`config.mk`:
```
export PLATFORM = sky130hd
export DESIGN_NAME = mailbox_target_flat
export DESIGN_NICKNAME = d
export VERILOG_FILES = /design/src/rtl/mailbox_target_if.sv /design/src/rtl/mailbox_target.sv /design/src/flat_wrapper.sv
export SDC_FILE = /design/constraint.sdc
export NUM_CORES = 1
export LEC_CHECK = 0
export ABC_CLOCK_PERIOD_IN_PS = 2550
export BUFFER_PORTS_ARGS = -buffer_cell sky130_fd_sc_hd__buf_2
export CAP_MARGIN = 20
export CORE_MARGIN = 2
export CORE_UTILIZATION = 55
export CTS_CLUSTER_DIAMETER = 150
export CTS_CLUSTER_SIZE = 30
export DETAILED_ROUTE_END_ITERATION = 8
export PLACE_DENSITY = 0.75
export SLEW_MARGIN = 20
export SYNTH_ARGS = -nofsm -noshare
export SYNTH_HDL_FRONTEND = slang
export SYNTH_SLANG_ARGS = --single-unit
```
`constraint.sdc`:
```
create_clock -name clk -period 2.55 [get_ports clk]
set_input_delay 0.3825 -clock clk [delete_from_list [all_inputs] [get_ports clk]]
set_output_delay 0.3825 -clock clk [all_outputs]
set_load 0.005 [all_outputs]
```
`src/rtl/mailbox_target_if.sv`:
```
// Bus-side handshake bundle for the mailbox target: address phase, write
// data phase and read response/ack signals.
interface mailbox_target_if;
  logic [15:0] target_addr_in;
  logic        target_addr_in_valid;
  logic        target_rw;
  logic [7:0]  target_data_in;
  logic        target_data_in_valid;
  logic [7:0]  target_data_out;
  logic        target_data_out_valid;
  logic        target_ack;
  logic        target_ready;

  modport master (
    output target_addr_in, target_addr_in_valid, target_rw,
           target_data_in, target_data_in_valid,
    input  target_data_out, target_data_out_valid, target_ack, target_ready
  );

  modport slave (
    input  target_addr_in, target_addr_in_valid, target_rw,
           target_data_in, target_data_in_valid,
    output target_data_out, target_data_out_valid, target_ack, target_ready
  );
endinterface

```
`src/rtl/mailbox_target.sv`:
```
// Mailbox target: a 4-register bus slave bridging two byte FIFOs.
// RX carries bus writes to the local side, TX carries local pushes to bus
// reads. Sticky error flags record overflow, underflow and local drops.
module mailbox_target #(
  parameter int INTERNAL_ADDR_BITS = 11,
  parameter int DEPTH              = 8
) (
  input  logic       clk,
  input  logic       rst,
  mailbox_target_if.slave bus,
  input  logic       rx_pop,
  output logic [7:0] rx_data,
  output logic       rx_empty,
  input  logic       tx_push,
  input  logic [7:0] tx_data,
  output logic       tx_full
);

  localparam int         DATA_W  = 8;
  localparam logic [3:0] DEPTH_C = 4'(DEPTH);

  typedef enum logic [1:0] {IDLE, WDATA, WACK, RRESP} state_t;

  state_t            state_q, state_d;
  logic [1:0]        sel_q, sel_d;
  logic [DATA_W-1:0] dout_q;

  logic              wr_en, rd_en;
  logic [1:0]        wr_sel, rd_sel;
  logic [DATA_W-1:0] wr_data, rd_data_d;
  logic              ready_c, ack_c, dvalid_c;

  // Storage is sized for the largest legal DEPTH so 4-bit pointers index it cleanly
  logic [DATA_W-1:0] rx_mem [0:15];
  logic [DATA_W-1:0] tx_mem [0:15];
  logic [3:0]        rx_wp_q, rx_rp_q, rx_cnt_q;
  logic [3:0]        tx_wp_q, tx_rp_q, tx_cnt_q;
  logic [2:0]        err_q, err_d;

  logic rx_full_c, tx_empty_c;
  logic rx_push_ok, rx_pop_ok, tx_push_ok, tx_pop_ok;
  logic rx_flush, tx_flush;
  logic rx_ovf_set, tx_unf_set, tx_drop_set, err_clr;

  // Only the register-select bits of the address are decoded
  logic unused_addr;
  assign unused_addr = ^{bus.target_addr_in[15:2], INTERNAL_ADDR_BITS[0]};

  function automatic logic [3:0] ptr_inc(input logic [3:0] p);
    return (p == DEPTH_C - 4'd1) ? 4'd0 : p + 4'd1;
  endfunction

  // Bus FSM: next state, handshake outputs and register access strobes
  always_comb begin
    state_d  = state_q;
    sel_d    = sel_q;
    ready_c  = 1'b0;
    ack_c    = 1'b0;
    dvalid_c = 1'b0;
    wr_en    = 1'b0;
    wr_sel   = sel_q;
    wr_data  = bus.target_data_in;
    rd_en    = 1'b0;
    rd_sel   = bus.target_addr_in[1:0];
    case (state_q)
      IDLE: begin
        ready_c = 1'b1;
        if (bus.target_addr_in_valid) begin
          if (bus.target_rw) begin
            sel_d = bus.target_addr_in[1:0];
            if (bus.target_data_in_valid) begin
              wr_en   = 1'b1;
              wr_sel  = bus.target_addr_in[1:0];
              state_d = WACK;
            end else begin
              state_d = WDATA;
            end
          end else begin
            rd_en   = 1'b1;
            state_d = RRESP;
          end
        end
      end
      WDATA: begin
        if (bus.target_data_in_valid) begin
          wr_en   = 1'b1;
          state_d = WACK;
        end
      end
      WACK: begin
        ack_c   = 1'b1;
        state_d = IDLE;
      end
      RRESP: begin
        ack_c    = 1'b1;
        dvalid_c = 1'b1;
        state_d  = IDLE;
      end
      default: state_d = IDLE;
    endcase
  end

  assign bus.target_ready          = ready_c;
  assign bus.target_ack            = ack_c;
  assign bus.target_data_out_valid = dvalid_c;
  assign bus.target_data_out       = dvalid_c ? dout_q : '0;

  // FIFO and error-flag events decoded from the current bus and local requests
  always_comb begin
    rx_full_c   = (rx_cnt_q == DEPTH_C);
    tx_empty_c  = (tx_cnt_q == 4'd0);
    rx_flush    = wr_en && (wr_sel == 2'd2) && wr_data[0];
    tx_flush    = wr_en && (wr_sel == 2'd2) && wr_data[1];
    rx_push_ok  = wr_en && (wr_sel == 2'd0) && !rx_full_c;
    rx_ovf_set  = wr_en && (wr_sel == 2'd0) && rx_full_c;
    rx_pop_ok   = rx_pop && (rx_cnt_q != 4'd0) && !rx_flush;
    tx_pop_ok   = rd_en && (rd_sel == 2'd0) && !tx_empty_c;
    tx_unf_set  = rd_en && (rd_sel == 2'd0) && tx_empty_c;
    tx_push_ok  = tx_push && !tx_full && !tx_flush;
    tx_drop_set = tx_push && tx_full && !tx_flush;
    err_clr     = rd_en && (rd_sel == 2'd3);
    err_d       = (err_clr ? 3'b000 : err_q) | {tx_drop_set, rx_ovf_set, tx_unf_set};
  end

  // Read data captured at the accepting edge, before any pop it causes
  always_comb begin
    rd_data_d = '0;
    case (rd_sel)
      2'd0:    rd_data_d = tx_empty_c ? '0 : tx_mem[tx_rp_q];
      2'd1:    rd_data_d = {tx_cnt_q, rx_cnt_q};
      2'd3:    rd_data_d = {5'b00000, err_q};
      default: rd_data_d = '0;
    endcase
  end

  // FSM state register
  always_ff @(posedge clk) begin
    if (rst) state_q <= IDLE;
    else     state_q <= state_d;
  end

  // Latched register select and read response data
  always_ff @(posedge clk) begin
    sel_q <= sel_d;
    if (rd_en) dout_q <= rd_data_d;
  end

  // RX FIFO pointers and occupancy; a flush overrides any same-cycle pop
  always_ff @(posedge clk) begin
    if (rst || rx_flush) begin
      rx_wp_q  <= 4'd0;
      rx_rp_q  <= 4'd0;
      rx_cnt_q <= 4'd0;
    end else begin
      if (rx_push_ok) rx_wp_q <= ptr_inc(rx_wp_q);
      if (rx_pop_ok)  rx_rp_q <= ptr_inc(rx_rp_q);
      rx_cnt_q <= rx_cnt_q + 4'(rx_push_ok) - 4'(rx_pop_ok);
    end
  end

  // TX FIFO pointers and occupancy; a flush overrides any same-cycle push
  always_ff @(posedge clk) begin
    if (rst || tx_flush) begin
      tx_wp_q  <= 4'd0;
      tx_rp_q  <= 4'd0;
      tx_cnt_q <= 4'd0;
    end else begin
      if (tx_push_ok) tx_wp_q <= ptr_inc(tx_wp_q);
      if (tx_pop_ok)  tx_rp_q <= ptr_inc(tx_rp_q);
      tx_cnt_q <= tx_cnt_q + 4'(tx_push_ok) - 4'(tx_pop_ok);
    end
  end

  // FIFO storage writes
  always_ff @(posedge clk) begin
    if (rx_push_ok) rx_mem[rx_wp_q] <= wr_data;
    if (tx_push_ok) tx_mem[tx_wp_q] <= tx_data;
  end

  // Sticky error flags {tx_drop, rx_overflow, tx_underflow}
  always_ff @(posedge clk) begin
    if (rst) err_q <= 3'b000;
    else     err_q <= err_d;
  end

  assign rx_empty = (rx_cnt_q == 4'd0);
  assign rx_data  = rx_empty ? '0 : rx_mem[rx_rp_q];
  assign tx_full  = (tx_cnt_q == DEPTH_C);

endmodule

```
`src/flat_wrapper.sv`:
```
// flat-port wrapper written by rule: the top's interface ports become plain ports
module mailbox_target_flat 
#(
  parameter int INTERNAL_ADDR_BITS = 11,
  parameter int DEPTH              = 8
)
  (clk, rst, rx_pop, rx_data, rx_empty, tx_push, tx_data, tx_full, bus_target_addr_in, bus_target_addr_in_valid, bus_target_rw, bus_target_data_in, bus_target_data_in_valid, bus_target_data_out, bus_target_data_out_valid, bus_target_ack, bus_target_ready);
  mailbox_target_if bus_i ();
  input  logic clk;
  input  logic rst;
  input  logic rx_pop;
  output logic [7:0] rx_data;
  output logic rx_empty;
  input  logic tx_push;
  input  logic [7:0] tx_data;
  output logic tx_full;
  input wire logic [$bits(bus_i.target_addr_in)-1:0] bus_target_addr_in;
  input wire logic [$bits(bus_i.target_addr_in_valid)-1:0] bus_target_addr_in_valid;
  input wire logic [$bits(bus_i.target_rw)-1:0] bus_target_rw;
  input wire logic [$bits(bus_i.target_data_in)-1:0] bus_target_data_in;
  input wire logic [$bits(bus_i.target_data_in_valid)-1:0] bus_target_data_in_valid;
  output wire logic [$bits(bus_i.target_data_out)-1:0] bus_target_data_out;
  output wire logic [$bits(bus_i.target_data_out_valid)-1:0] bus_target_data_out_valid;
  output wire logic [$bits(bus_i.target_ack)-1:0] bus_target_ack;
  output wire logic [$bits(bus_i.target_ready)-1:0] bus_target_ready;
  assign bus_i.target_addr_in = bus_target_addr_in;
  assign bus_i.target_addr_in_valid = bus_target_addr_in_valid;
  assign bus_i.target_rw = bus_target_rw;
  assign bus_i.target_data_in = bus_target_data_in;
  assign bus_i.target_data_in_valid = bus_target_data_in_valid;
  assign bus_target_data_out = bus_i.target_data_out;
  assign bus_target_data_out_valid = bus_i.target_data_out_valid;
  assign bus_target_ack = bus_i.target_ack;
  assign bus_target_ready = bus_i.target_ready;
  mailbox_target #(.INTERNAL_ADDR_BITS(INTERNAL_ADDR_BITS), .DEPTH(DEPTH)) u_core (.clk(clk), .rst(rst), .bus(bus_i), .rx_pop(rx_pop), .rx_data(rx_data), .rx_empty(rx_empty), .tx_push(tx_push), .tx_data(tx_data), .tx_full(tx_full));
endmodule
```
==> impl_metrics.csv <==
group,metric,value,unit
outcome,status,"finished clean",
synthesis,yosysMostFrequentCell,"edfxtp_1",
place,dp_slack,0.0287,ns
timing,drv_slew,0,
synthesis,synth-seq-area-share,0.706,
final_layout,final_area,13800,um2
detailed_routing,routed_wl,24500,um
setup_path,r2r-start,"u_core.tx_cnt_q[2]",
synthesis,synth.distinct_cells,51,
flow_run,cap_violations,0,
final_layout,drive_gt1_frac,0.257,
setup_path,crit_path_end_kind,"output port",
detailed_routing,final_antenna_net_count,0,
place,placed_area,13300,um2
synthesis,netlist_instances,699,
final_layout,final_nets,841,
final_layout,area_growth,12.0,%
cts,clock_latency,0.50,ns
cts,htreeDepth,1,
timing,hold_viol_final,0,
detailed_routing,via_per_inst,6.11,
detailed_routing,routedWlPerCell,23.0,um
detailed_routing,wl_met1,10300,um
cts,cts.reportedPaths.clkPinSlew,0.11,ns
power,finalPower,9.98,mW
setup_path,cp_data_arrival_time,2.11,ns
synthesis,synth_top_area_share,0.646,
global_route,grt_max_degree,33,
floorplanning,dieWidth,154,um
cts,clock_path_buffers,3,
floorplanning,row_count,54,
place,gp_congestion,0.865,
power,powerDensity,721,nW/um2
floorplanning,core_area,22000,um2
cts,cts_inserted_buffers,14,
final_layout,antennaDiodeCount,0,
setup_path,critPathMaxFanout,8,
synthesis,ys_warn_count,0,
cts,root_buffer,"clkbuf_16",
global_route,antenna_found_initial,0,
synthesis,synth_seq_cells,303,
timing,worst_slack,0.0546,ns
synthesis,synth_edf_count,266,
timing,clock.fmax,0.401,GHz
timing,worstMarginPinSlew,0.644,ns
floorplanning,ios,60,
timing,post-route-min-period,2.50,ns
timing,whs,0.124,ns
synthesis,yosys-top-cells-area,"edfxtp_1, mux4_2, dfxtp_1",
cts,clock_sinks,303,
detailed_routing,top_layer_used,"met4",
floorplanning,initial_core_util,0.563,
place,dp_hpwl,16400,um
final_layout,final_core_util,0.631,
synthesis,synthesis.area,12400,um2
detailed_routing,routed-wl-met2,12400,um
detailed_routing,wl_met3,1440,um
detailed_routing,drt-pass1-iter-count,5,
power,p_leak,4.69,nW
cts,cts_tree,"built",
detailed_routing,dr.first_iter.drc_count,696,
hold_path,hp-class,"in -> reg",
floorplanning,die-area,23700,um2
synthesis,yosys.area.top_type,"edfxtp_1",
floorplanning,die_h,154,um
global_route,grt_overflow,0,
timing,finalCritPeriodShare,0.979,
global_route,grt_pass1_wl,38200,um
timing,rsz0062_at_grt,"true",
timing,worst_clock_skew,0.0361,ns
power,irDropWorstVdd,756,uV
cts,hold_buffers,0,
place,port_buffers,45,
synthesis,synth_top_flop_cell,"edfxtp_1",
global_route,first_global_vias,6791,
detailed_routing,vias,6515,
synthesis,avgSynthCellArea,17.7,um2
setup_path,crit_required,2.17,ns
timing,setup_viol,0,
setup_path,start_kind,"flip-flop",
global_route,grt_use_total,0.210,
cts,post_cts_buffers,0,
synthesis,ys_top_cells_by_count,"edfxtp_1, mux4_2, and3_1, dfxtp_1, nor2_1",
synthesis,syn_nets,762,
timing,slew_headroom,0.570,
hold_path,min_from,"bus_target_data_in_valid",
setup_path,path_class,"reg -> out",
synthesis,synthArstFlopShare,0,
detailed_routing,remaining_drc_errors,0,
-- worst max-delay path, cell delays in order (launching register included) --
cell     delay, ns
dfxtp_4       0.46
buf_12        0.17
mux4_2        0.52
mux2i_2       0.22
o22ai_1       0.10
buf_2         0.14
-- layout by cell type, fill, tap and decap left out, drive strengths merged, types with 3 or more instances in the layout --
cell type and n:
o21ai 12, clkbuf 25, a211oi 6, a21oi 18, ha 22, nand2 17, a31oi 4, mux4 59
dfxtp 37, or3b 3, a221o 5, nor2b 13, nor2 31, edfxtp 266, or4 4, buf 93
xor2 3, a22oi 3, mux2 10, nand3 9, a2111oi 5, and3 42, mux2i 27, and2 4
nand2b 3, o22ai 8, inv 26, xnor2 4, or3 3
-- timing repair --
item / 4_1_cts / 5_1_grt
gates resized for setup: 5 / 13
cloned: 1 / 2
setup endpoints to repair: 8 / 18
pin swaps: 0 / 8
-- stage by stage --
stage                     TNS [ns]  cells
final                            0   1066
after global routing       -0.0409   1066
after CTS                  -0.0770   1064
after detailed placement         0   1039
after global placement           0   1039
after floorplan                  0    699
-- flip-flops by register name, indices dropped and copies added (netlist names), named ones only --
register,flops
u_core.tx_cnt_q,4
u_core.tx_rp_q,4
u_core.err_q,3
u_core.tx_wp_q,4
u_core.rx_cnt_q,4
u_core.sel_q,2
u_core.tx_mem,128
u_core.dout_q,8
u_core.rx_wp_q,4
u_core.rx_rp_q,4
u_core.rx_mem,128
u_core.state_q,2
-- worst paths after layout --
| check | to | slack, ns | cells past startpoint |
|---|---|---|---|
| setup / recovery | rx_data[1] | 0.05 | 5 |
| setup reg to reg | u_core.tx_cnt_q[1] | 0.17 | 11 |
| hold reg to reg | u_core.err_q[1] | 0.53 | 2 |
| hold / removal | u_core.state_q[0] | 0.12 | 2 |
-- area by class of cell --
type | instances | area [um2]
fillers | 1451 | 8110
clock inverters | 1 | 30.0
clock buffers | 23 | 405
inverters | 26 | 97.6
repair buffers | 95 | 797
flip-flops and latches | 303 | 8730
well taps | 280 | 350
multi-input cells | 338 | 3440
-- report_power, final --
part	switching [mW]	internal [mW]	total (mW)
Clock	1.45	1.13	2.58
Sequential	0.102	5.54	5.64
Combinational	0.881	0.877	1.76
Total	2.43	7.55	9.98
-- cell families (layout without fill, tap and decap cells) --
kind of cell / Yosys count / in the layout / share of synthesized area
XOR/XNOR: 7 / 7 / 0.00496
multiplexers: 96 / 96 / 0.139
AND/OR/NAND/NOR: 140 / 140 / 0.0633
flip-flops: 303 / 303 / 0.706
AO/OA/AOI/OAI: 71 / 71 / 0.0398
adder cells (fa/ha/maj): 24 / 24 / 0.0255
buffers and inverters: 58 / 145 / 0.0220
-- layer usage --
layer	GRT usage	vias to the layer above
met1	0.302	3327
met3	0.0282	36
met2	0.352	233
met5	0	-
met4	0.0432	0
li1	-	2919
Note: power is estimated with default switching activity, not from simulation.
